--- config.mk ---
export PLATFORM = sky130hd
export DESIGN_NAME = lsu_flat
export DESIGN_NICKNAME = d
export VERILOG_FILES = /design/src/rtl/lsu_if.sv /design/src/rtl/lsu.sv /design/src/flat_wrapper.sv
export SDC_FILE = /design/constraint.sdc
export NUM_CORES = 1
export LEC_CHECK = 0
export CAP_MARGIN = 40
export CELL_PAD_IN_SITES_DETAIL_PLACEMENT = 1
export CELL_PAD_IN_SITES_GLOBAL_PLACEMENT = 1
export CORE_ASPECT_RATIO = 1.2
export CORE_MARGIN = 3
export CORE_UTILIZATION = 28
export DETAILED_ROUTE_END_ITERATION = 8
export PLACE_DENSITY = 0.86
export SLEW_MARGIN = 20
export SYNTH_ARGS = -nofsm -noshare
export SYNTH_HDL_FRONTEND = slang
export SYNTH_SLANG_ARGS = --single-unit
--- constraint.sdc ---
create_clock -name clk -period 1.6 [get_ports clk]
set_clock_uncertainty 0.1 [all_clocks]
set_input_delay 0.32 -clock clk [delete_from_list [all_inputs] [get_ports clk]]
set_output_delay 0.32 -clock clk [all_outputs]
set_load 0.005 [all_outputs]
--- src/rtl/lsu_if.sv ---
// lsu_if: memory-side bus between the load/store unit and the data memory.
//   mem_req   : request, held until mem_ready is seen
//   mem_we    : write enable
//   mem_addr  : word-aligned address
//   mem_wstrb : byte-lane write strobes (0 on loads)
//   mem_wdata : lane-replicated store data
//   mem_ready : accept/response strobe from memory
//   mem_rdata : read data, valid while mem_ready=1
// Modports: master = LSU side, slave = memory side.
interface lsu_if;
    logic        mem_req;
    logic        mem_we;
    logic [31:0] mem_addr;
    logic [3:0]  mem_wstrb;
    logic [31:0] mem_wdata;
    logic        mem_ready;
    logic [31:0] mem_rdata;

    modport master (
        output mem_req, mem_we, mem_addr, mem_wstrb, mem_wdata,
        input  mem_ready, mem_rdata
    );

    modport slave (
        input  mem_req, mem_we, mem_addr, mem_wstrb, mem_wdata,
        output mem_ready, mem_rdata
    );
endinterface

--- src/rtl/lsu.sv ---
// lsu: RV32I load/store unit. Accepts one request per start pulse, checks
// alignment and width code, runs a single bus transaction and returns a
// sign/zero-extended load value with a one-cycle done pulse.
// Ports:
//   clk, rst            : clock, synchronous active-high reset
//   start, we, funct3   : request pulse, store/load select, width/sign code
//   addr, wdata         : byte address, store source
//   load_result         : extended load value, held until the next load
//   done, fault, busy   : completion pulse, fault flag (valid with done), busy
//   bus                 : memory bus (lsu_if master)
//
// state  | meaning
// IDLE   | waiting for start
// ACCESS | bus request outstanding, waiting for mem_ready
// RESP   | done pulse (fault or completed access)
module lsu (
    input  logic        clk,
    input  logic        rst,
    input  logic        start,
    input  logic        we,
    input  logic [2:0]  funct3,
    input  logic [31:0] addr,
    input  logic [31:0] wdata,
    output logic [31:0] load_result,
    output logic        done,
    output logic        fault,
    output logic        busy,
    lsu_if.master       bus
);

    typedef enum logic [1:0] {
        IDLE   = 2'd0,
        ACCESS = 2'd1,
        RESP   = 2'd2
    } state_t;

    state_t      state;
    logic        we_q;
    logic [2:0]  funct3_q;
    logic [1:0]  off_q;

    logic        req_fault;
    logic [3:0]  strb_n;
    logic [31:0] wdata_n;
    logic [31:0] lane;
    logic [31:0] load_ext;

    // Request decode: fault check, strobes and replicated store data.
    always_comb begin
        req_fault = 1'b0;
        case (funct3)
            3'b000:  req_fault = 1'b0;
            3'b001:  req_fault = addr[0];
            3'b010:  req_fault = addr[1] | addr[0];
            3'b100:  req_fault = we;
            3'b101:  req_fault = we | addr[0];
            default: req_fault = 1'b1;
        endcase

        strb_n  = 4'b0000;
        wdata_n = 32'h0;
        if (we) begin
            case (funct3[1:0])
                2'b00: begin
                    strb_n  = 4'b0001 << addr[1:0];
                    wdata_n = {4{wdata[7:0]}};
                end
                2'b01: begin
                    strb_n  = 4'b0011 << addr[1:0];
                    wdata_n = {2{wdata[15:0]}};
                end
                default: begin
                    strb_n  = 4'b1111;
                    wdata_n = wdata;
                end
            endcase
        end
    end

    // Load extraction from the latched byte offset and width code.
    always_comb begin
        lane = bus.mem_rdata >> {off_q, 3'b000};
        case (funct3_q)
            3'b000:  load_ext = {{24{lane[7]}}, lane[7:0]};
            3'b001:  load_ext = {{16{lane[15]}}, lane[15:0]};
            3'b100:  load_ext = {24'h0, lane[7:0]};
            3'b101:  load_ext = {16'h0, lane[15:0]};
            default: load_ext = lane;
        endcase
    end

    always_ff @(posedge clk) begin
        if (rst) begin
            state         <= IDLE;
            we_q          <= 1'b0;
            funct3_q      <= 3'b000;
            off_q         <= 2'b00;
            load_result   <= 32'h0;
            done          <= 1'b0;
            fault         <= 1'b0;
            busy          <= 1'b0;
            bus.mem_req   <= 1'b0;
            bus.mem_we    <= 1'b0;
            bus.mem_addr  <= 32'h0;
            bus.mem_wstrb <= 4'b0000;
            bus.mem_wdata <= 32'h0;
        end else begin
            case (state)
                IDLE: begin
                    done  <= 1'b0;
                    fault <= 1'b0;
                    if (start) begin
                        busy <= 1'b1;
                        if (req_fault) begin
                            // Faulting requests never touch the bus.
                            state <= RESP;
                            done  <= 1'b1;
                            fault <= 1'b1;
                        end else begin
                            state         <= ACCESS;
                            we_q          <= we;
                            funct3_q      <= funct3;
                            off_q         <= addr[1:0];
                            bus.mem_req   <= 1'b1;
                            bus.mem_we    <= we;
                            bus.mem_addr  <= {addr[31:2], 2'b00};
                            bus.mem_wstrb <= strb_n;
                            bus.mem_wdata <= wdata_n;
                        end
                    end
                end
                ACCESS: begin
                    if (bus.mem_ready) begin
                        state       <= RESP;
                        done        <= 1'b1;
                        fault       <= 1'b0;
                        bus.mem_req <= 1'b0;
                        bus.mem_we  <= 1'b0;
                        if (!we_q) begin
                            load_result <= load_ext;
                        end
                    end
                end
                RESP: begin
                    // start is ignored here; the done cycle never chains.
                    state <= IDLE;
                    done  <= 1'b0;
                    fault <= 1'b0;
                    busy  <= 1'b0;
                end
                default: begin
                    state       <= IDLE;
                    done        <= 1'b0;
                    fault       <= 1'b0;
                    busy        <= 1'b0;
                    bus.mem_req <= 1'b0;
                    bus.mem_we  <= 1'b0;
                end
            endcase
        end
    end

endmodule

--- src/flat_wrapper.sv ---
// flat-port wrapper written by rule: the top's interface ports become plain ports
module lsu_flat 
  (clk, rst, start, we, funct3, addr, wdata, load_result, done, fault, busy, bus_mem_req, bus_mem_we, bus_mem_addr, bus_mem_wstrb, bus_mem_wdata, bus_mem_ready, bus_mem_rdata);
  lsu_if bus_i ();
  input  logic clk;
  input  logic rst;
  input  logic start;
  input  logic we;
  input  logic [2:0] funct3;
  input  logic [31:0] addr;
  input  logic [31:0] wdata;
  output logic [31:0] load_result;
  output logic done;
  output logic fault;
  output logic busy;
  output wire logic [$bits(bus_i.mem_req)-1:0] bus_mem_req;
  output wire logic [$bits(bus_i.mem_we)-1:0] bus_mem_we;
  output wire logic [$bits(bus_i.mem_addr)-1:0] bus_mem_addr;
  output wire logic [$bits(bus_i.mem_wstrb)-1:0] bus_mem_wstrb;
  output wire logic [$bits(bus_i.mem_wdata)-1:0] bus_mem_wdata;
  input wire logic [$bits(bus_i.mem_ready)-1:0] bus_mem_ready;
  input wire logic [$bits(bus_i.mem_rdata)-1:0] bus_mem_rdata;
  assign bus_mem_req = bus_i.mem_req;
  assign bus_mem_we = bus_i.mem_we;
  assign bus_mem_addr = bus_i.mem_addr;
  assign bus_mem_wstrb = bus_i.mem_wstrb;
  assign bus_mem_wdata = bus_i.mem_wdata;
  assign bus_i.mem_ready = bus_mem_ready;
  assign bus_i.mem_rdata = bus_mem_rdata;
  lsu u_core (.clk(clk), .rst(rst), .start(start), .we(we), .funct3(funct3), .addr(addr), .wdata(wdata), .load_result(load_result), .done(done), .fault(fault), .busy(busy), .bus(bus_i));
endmodule
==> impl_metrics.csv <==
group,metric,value,unit
pwr,pwr_density_cell,766,nW/µm²
sta,worst_slack,-0.0401,ns
pwr,p_int,4.68,mW
floorplan,initial_core_util,28.7,%
layout,num-nets-final,952,
synthesis,synth_most_common_cell,"nand2_1",
placement,place_ws,-0.542,ns
global_route,grt_overflow,0,
floorplan,num_rows,53,
global_route,grt_max_degree,49,
synthesis,synth_top_family_by_area,"simple AND/OR/NAND/NOR gates",
sta,setup_viol,18,
sta,period_needed,1.64,ns
placement,place_congestion,0.808,
job,drv_cap,0,
floorplan,die_w,129,µm
clock_network,insertion_delay,0.36,ns
synthesis,synth.largest_area_cell,"dfxtp_1",
worst_setup_path,worstReg2RegStart,"u_core.state[0]$_SDFFE_PP0P_",
worst_setup_path,rrSetupSlack,-0.04,ns
sta,post-route-period-util,103,%
layout,final_cell_area,8480,µm²
global_route,grt_pass1_wl,31.4,mm
synthesis,synth_cell_types,39,
hold_path,hold_class,"input port to flip-flop",
routing,ant_nets,0,
worst_setup_path,cp-end-kind,"flip-flop",
pwr,p_comb_share,21.3,%
worst_setup_path,crit_required,1.78,ns
synthesis,synth_compound_area_share,18.4,%
layout,seq_area,2260,µm²
floorplan,io_pins,209,
layout,n_fill_cell,2041,
worst_setup_path,critPathMaxStageDelay,0.37,ns
hold_path,hp-start,"addr[0]",
sta,finalMaxSlewViolations,0,
routing,wl_per_cell,19.9,µm
synthesis,synth_top_area_share,43.9,%
worst_setup_path,critPathBufInv,4,
routing,routed-via-count,5457,
clock_network,clock_path_buffers,2,
worst_setup_path,crit_top_cell,"buf_6",
routing,drt_iter0_markers,241,
pwr,clkPwrFrac,33.6,%
pwr,p_sw,1.82,mW
global_route,track_usage,20.1,%
routing,avgViaCountPerCell,5.09,
clock_network,h-tree-depth,3,
routing,wirelength,21.3,mm
run_status,violations,"negative setup slack",
global_route,grt_pass1_vias,5677,
worst_setup_path,crit_start,"u_core.state[0]$_SDFFE_PP0P_",
placement,portBuffers,206,
clock_network,cts_buffers,9,
worst_setup_path,crit_type,"flip-flop to flip-flop",
floorplan,dieArea,19700,µm²
layout,fin_util,48.1,%
routing,firstDrtPassIters,4,
synthesis,synth_adder_area_share,0,%
synthesis,yosysWarnings,0,
synthesis,syn_inst,612,
pwr,seqPwrFrac,45.0,%
layout,syn_to_final_growth,67.6,%
synthesis,synth_edf_count,0,
layout,multiInputGateArea,2770,µm²
floorplan,core_area,17600,µm²
placement,dp_hpwl,13.7,mm
clock_network,path_clk_slew,0.08,ns
clock_network,tritoncts,"yes",
worst_setup_path,worstPathArrival,1.82,ns
global_route,antenna_found_initial,0,
synthesis,ys_seq_area_share,43.9,%
worst_setup_path,slowest_stage,"dfxtp_4",
sta,hold_viol,0,
synthesis,async_flop_share,0,%
sta,rsz0062_at_grt,"true",
routing,drc,0,
worst_setup_path,worst_setup_path_start_kind,"flip-flop",
synthesis,synth_common_cells,"nand2_1, dfxtp_1, a21oi_1",
run_status,status,"finished, violations left",
synthesis,synthXorXnorAreaFrac,0.173,%
synthesis,netlist_area,5060,µm²
worst_setup_path,crit_family,"buffers and inverters",
pwr,cellLeakagePower,3.45,nW
synthesis,syn_area_per_cell,8.27,µm²
worst_setup_path,cp_max_fo,8,
clock_network,cts_hold_buf,0,
worst_setup_path,cp_cell_sequence,"buf_6, clkinvlp_4, nor4b_4, buf_6, clkbuf_16, nor2_1, a211oi_2",
layout,layout-drive-gt1-share,25.1,%
pwr,sw_frac_of_total,28.0,%
placement,place_area,7600,µm²
synthesis,ys.flop_type,"dfxtp_1",
synthesis,ys_seq_elements,111,
synthesis,synthSimpleGateAreaFrac,20.9,%
synthesis,muxShareOfSynthArea,10.8,%
layout,antenna_cells,0,
clock_network,root_buffer,"clkbuf_16",
sta,max_freq,610,MHz
floorplan,die_h,153,µm
synthesis,synth_area_leaders,"dfxtp_1, nand2_1, a21oi_1, mux2_2, mux2i_1",
clock_network,clkSinkCount,111,
pwr,irDropWorstVdd,515,µV
flip-flops by register name, summed over array words and instances, names as in the netlist:
name,cells
u_core.done,1
u_core.bus.mem_wdata,32
u_core.bus.mem_wstrb,4
u_core.load_result,32
u_core.busy,1
u_core.bus.mem_addr,30
u_core.state,2
u_core.fault,1
u_core.off_q,2
u_core.bus.mem_req,1
u_core.we_q,1
u_core.funct3_q,3
u_core.bus.mem_we,1
layout make-up:
type,count,share of cell area (%)
clock buffer,10,2.70
sequential,111,26.7
tap,220,3.25
inverter,2,0.133
multi-input combinational,445,32.7
timing repair buffer,279,34.0
clock inverter,6,0.531
kinds of logic after synthesis:
family | Yosys count
XOR/XNOR | 1
multiplexers | 49
AND/OR/NAND/NOR | 247
AO/OA/AOI/OAI | 146
other | 1
flip-flops | 111
buffers and inverters | 57
worst register-to-register path, delay by kind of cell (launching register included):
kind	cells	cell delay, ns
buffers and inverters	4	0.57
flip-flops	1	0.37
AO/OA/AOI/OAI	1	0.19
AND/OR/NAND/NOR	2	0.34
timing repair:
action,CTS,global route
pin swaps,19,22
setup endpoints to repair,207,93
gates resized for setup,177,53
buffers inserted,10,6
gates cloned,8,6
cells in the final DEF, fill, tap and decap left out, types with 3 or more instances in the layout:
master | Yosys | routed
a211oi_2 | 11 | 18
a21oi_1 | 94 | 74
a21oi_2 | 0 | 18
buf_12 | 0 | 14
buf_16 | 0 | 6
buf_2 | 17 | 3
buf_4 | 5 | 39
buf_6 | 5 | 8
clkbuf_16 | 0 | 14
clkdlybuf4s50_1 | 0 | 93
dfxtp_1 | 111 | 81
dfxtp_2 | 0 | 29
dlygate4sd2_1 | 0 | 107
mux2_2 | 31 | 31
mux2i_1 | 17 | 15
nand2_1 | 152 | 148
nand3_1 | 33 | 29
nand3_2 | 0 | 3
nor2_1 | 38 | 38
nor3_1 | 12 | 11
o211ai_1 | 11 | 11
o21ai_0 | 8 | 8
o2bb2ai_1 | 7 | 7
worst paths after layout:
| path | endpoint | depth (start not counted) |
|---|---|---|
| worst min register to register | u_core.bus.mem_addr[11]$_SDFFE_PP0P_ | 2 |
| worst max register to register | u_core.load_result[28]$_SDFFE_PP0P_ | 7 |
| worst min-delay path | u_core.off_q[0]$_SDFFE_PP0P_ | 3 |
| worst max-delay path | u_core.load_result[28]$_SDFFE_PP0P_ | 7 |
stage by stage:
stage	hold WS [ns]	TNS [ns]	power (mW)	std cells
finish	0.204	-0.366	6.50	1073
global route	0.201	-2.25	6.79	1073
CTS	0.247	-0.298	6.48	1064
detailed placement	0.347	-48.75	4.20	1030
global placement	0.340	-41.32	4.17	1030
floorplan	0.348	0	3.48	613
per-layer routing:
metal / global-route usage (%) / wire length, µm / vias to the layer above
met5: 0 / 0 / -
met4: 9.95 / 957 / 0
met3: 3.22 / 1100 / 50
met2: 35.3 / 10900 / 188
met1: 23.4 / 8320 / 2650
li1: - / - / 2569
power by group through the flow:
stage                     Clock [mW]  Combinational (mW)  Sequential, mW
after detailed placement           0                1.21            2.99
after global routing            2.37                1.48            2.94
after CTS                       2.24                1.32            2.93
after floorplan                    0               0.492            2.99
after global placement             0                1.18            2.98
final                           2.19                1.39            2.93
Note: power is estimated with default switching activity, not from simulation.
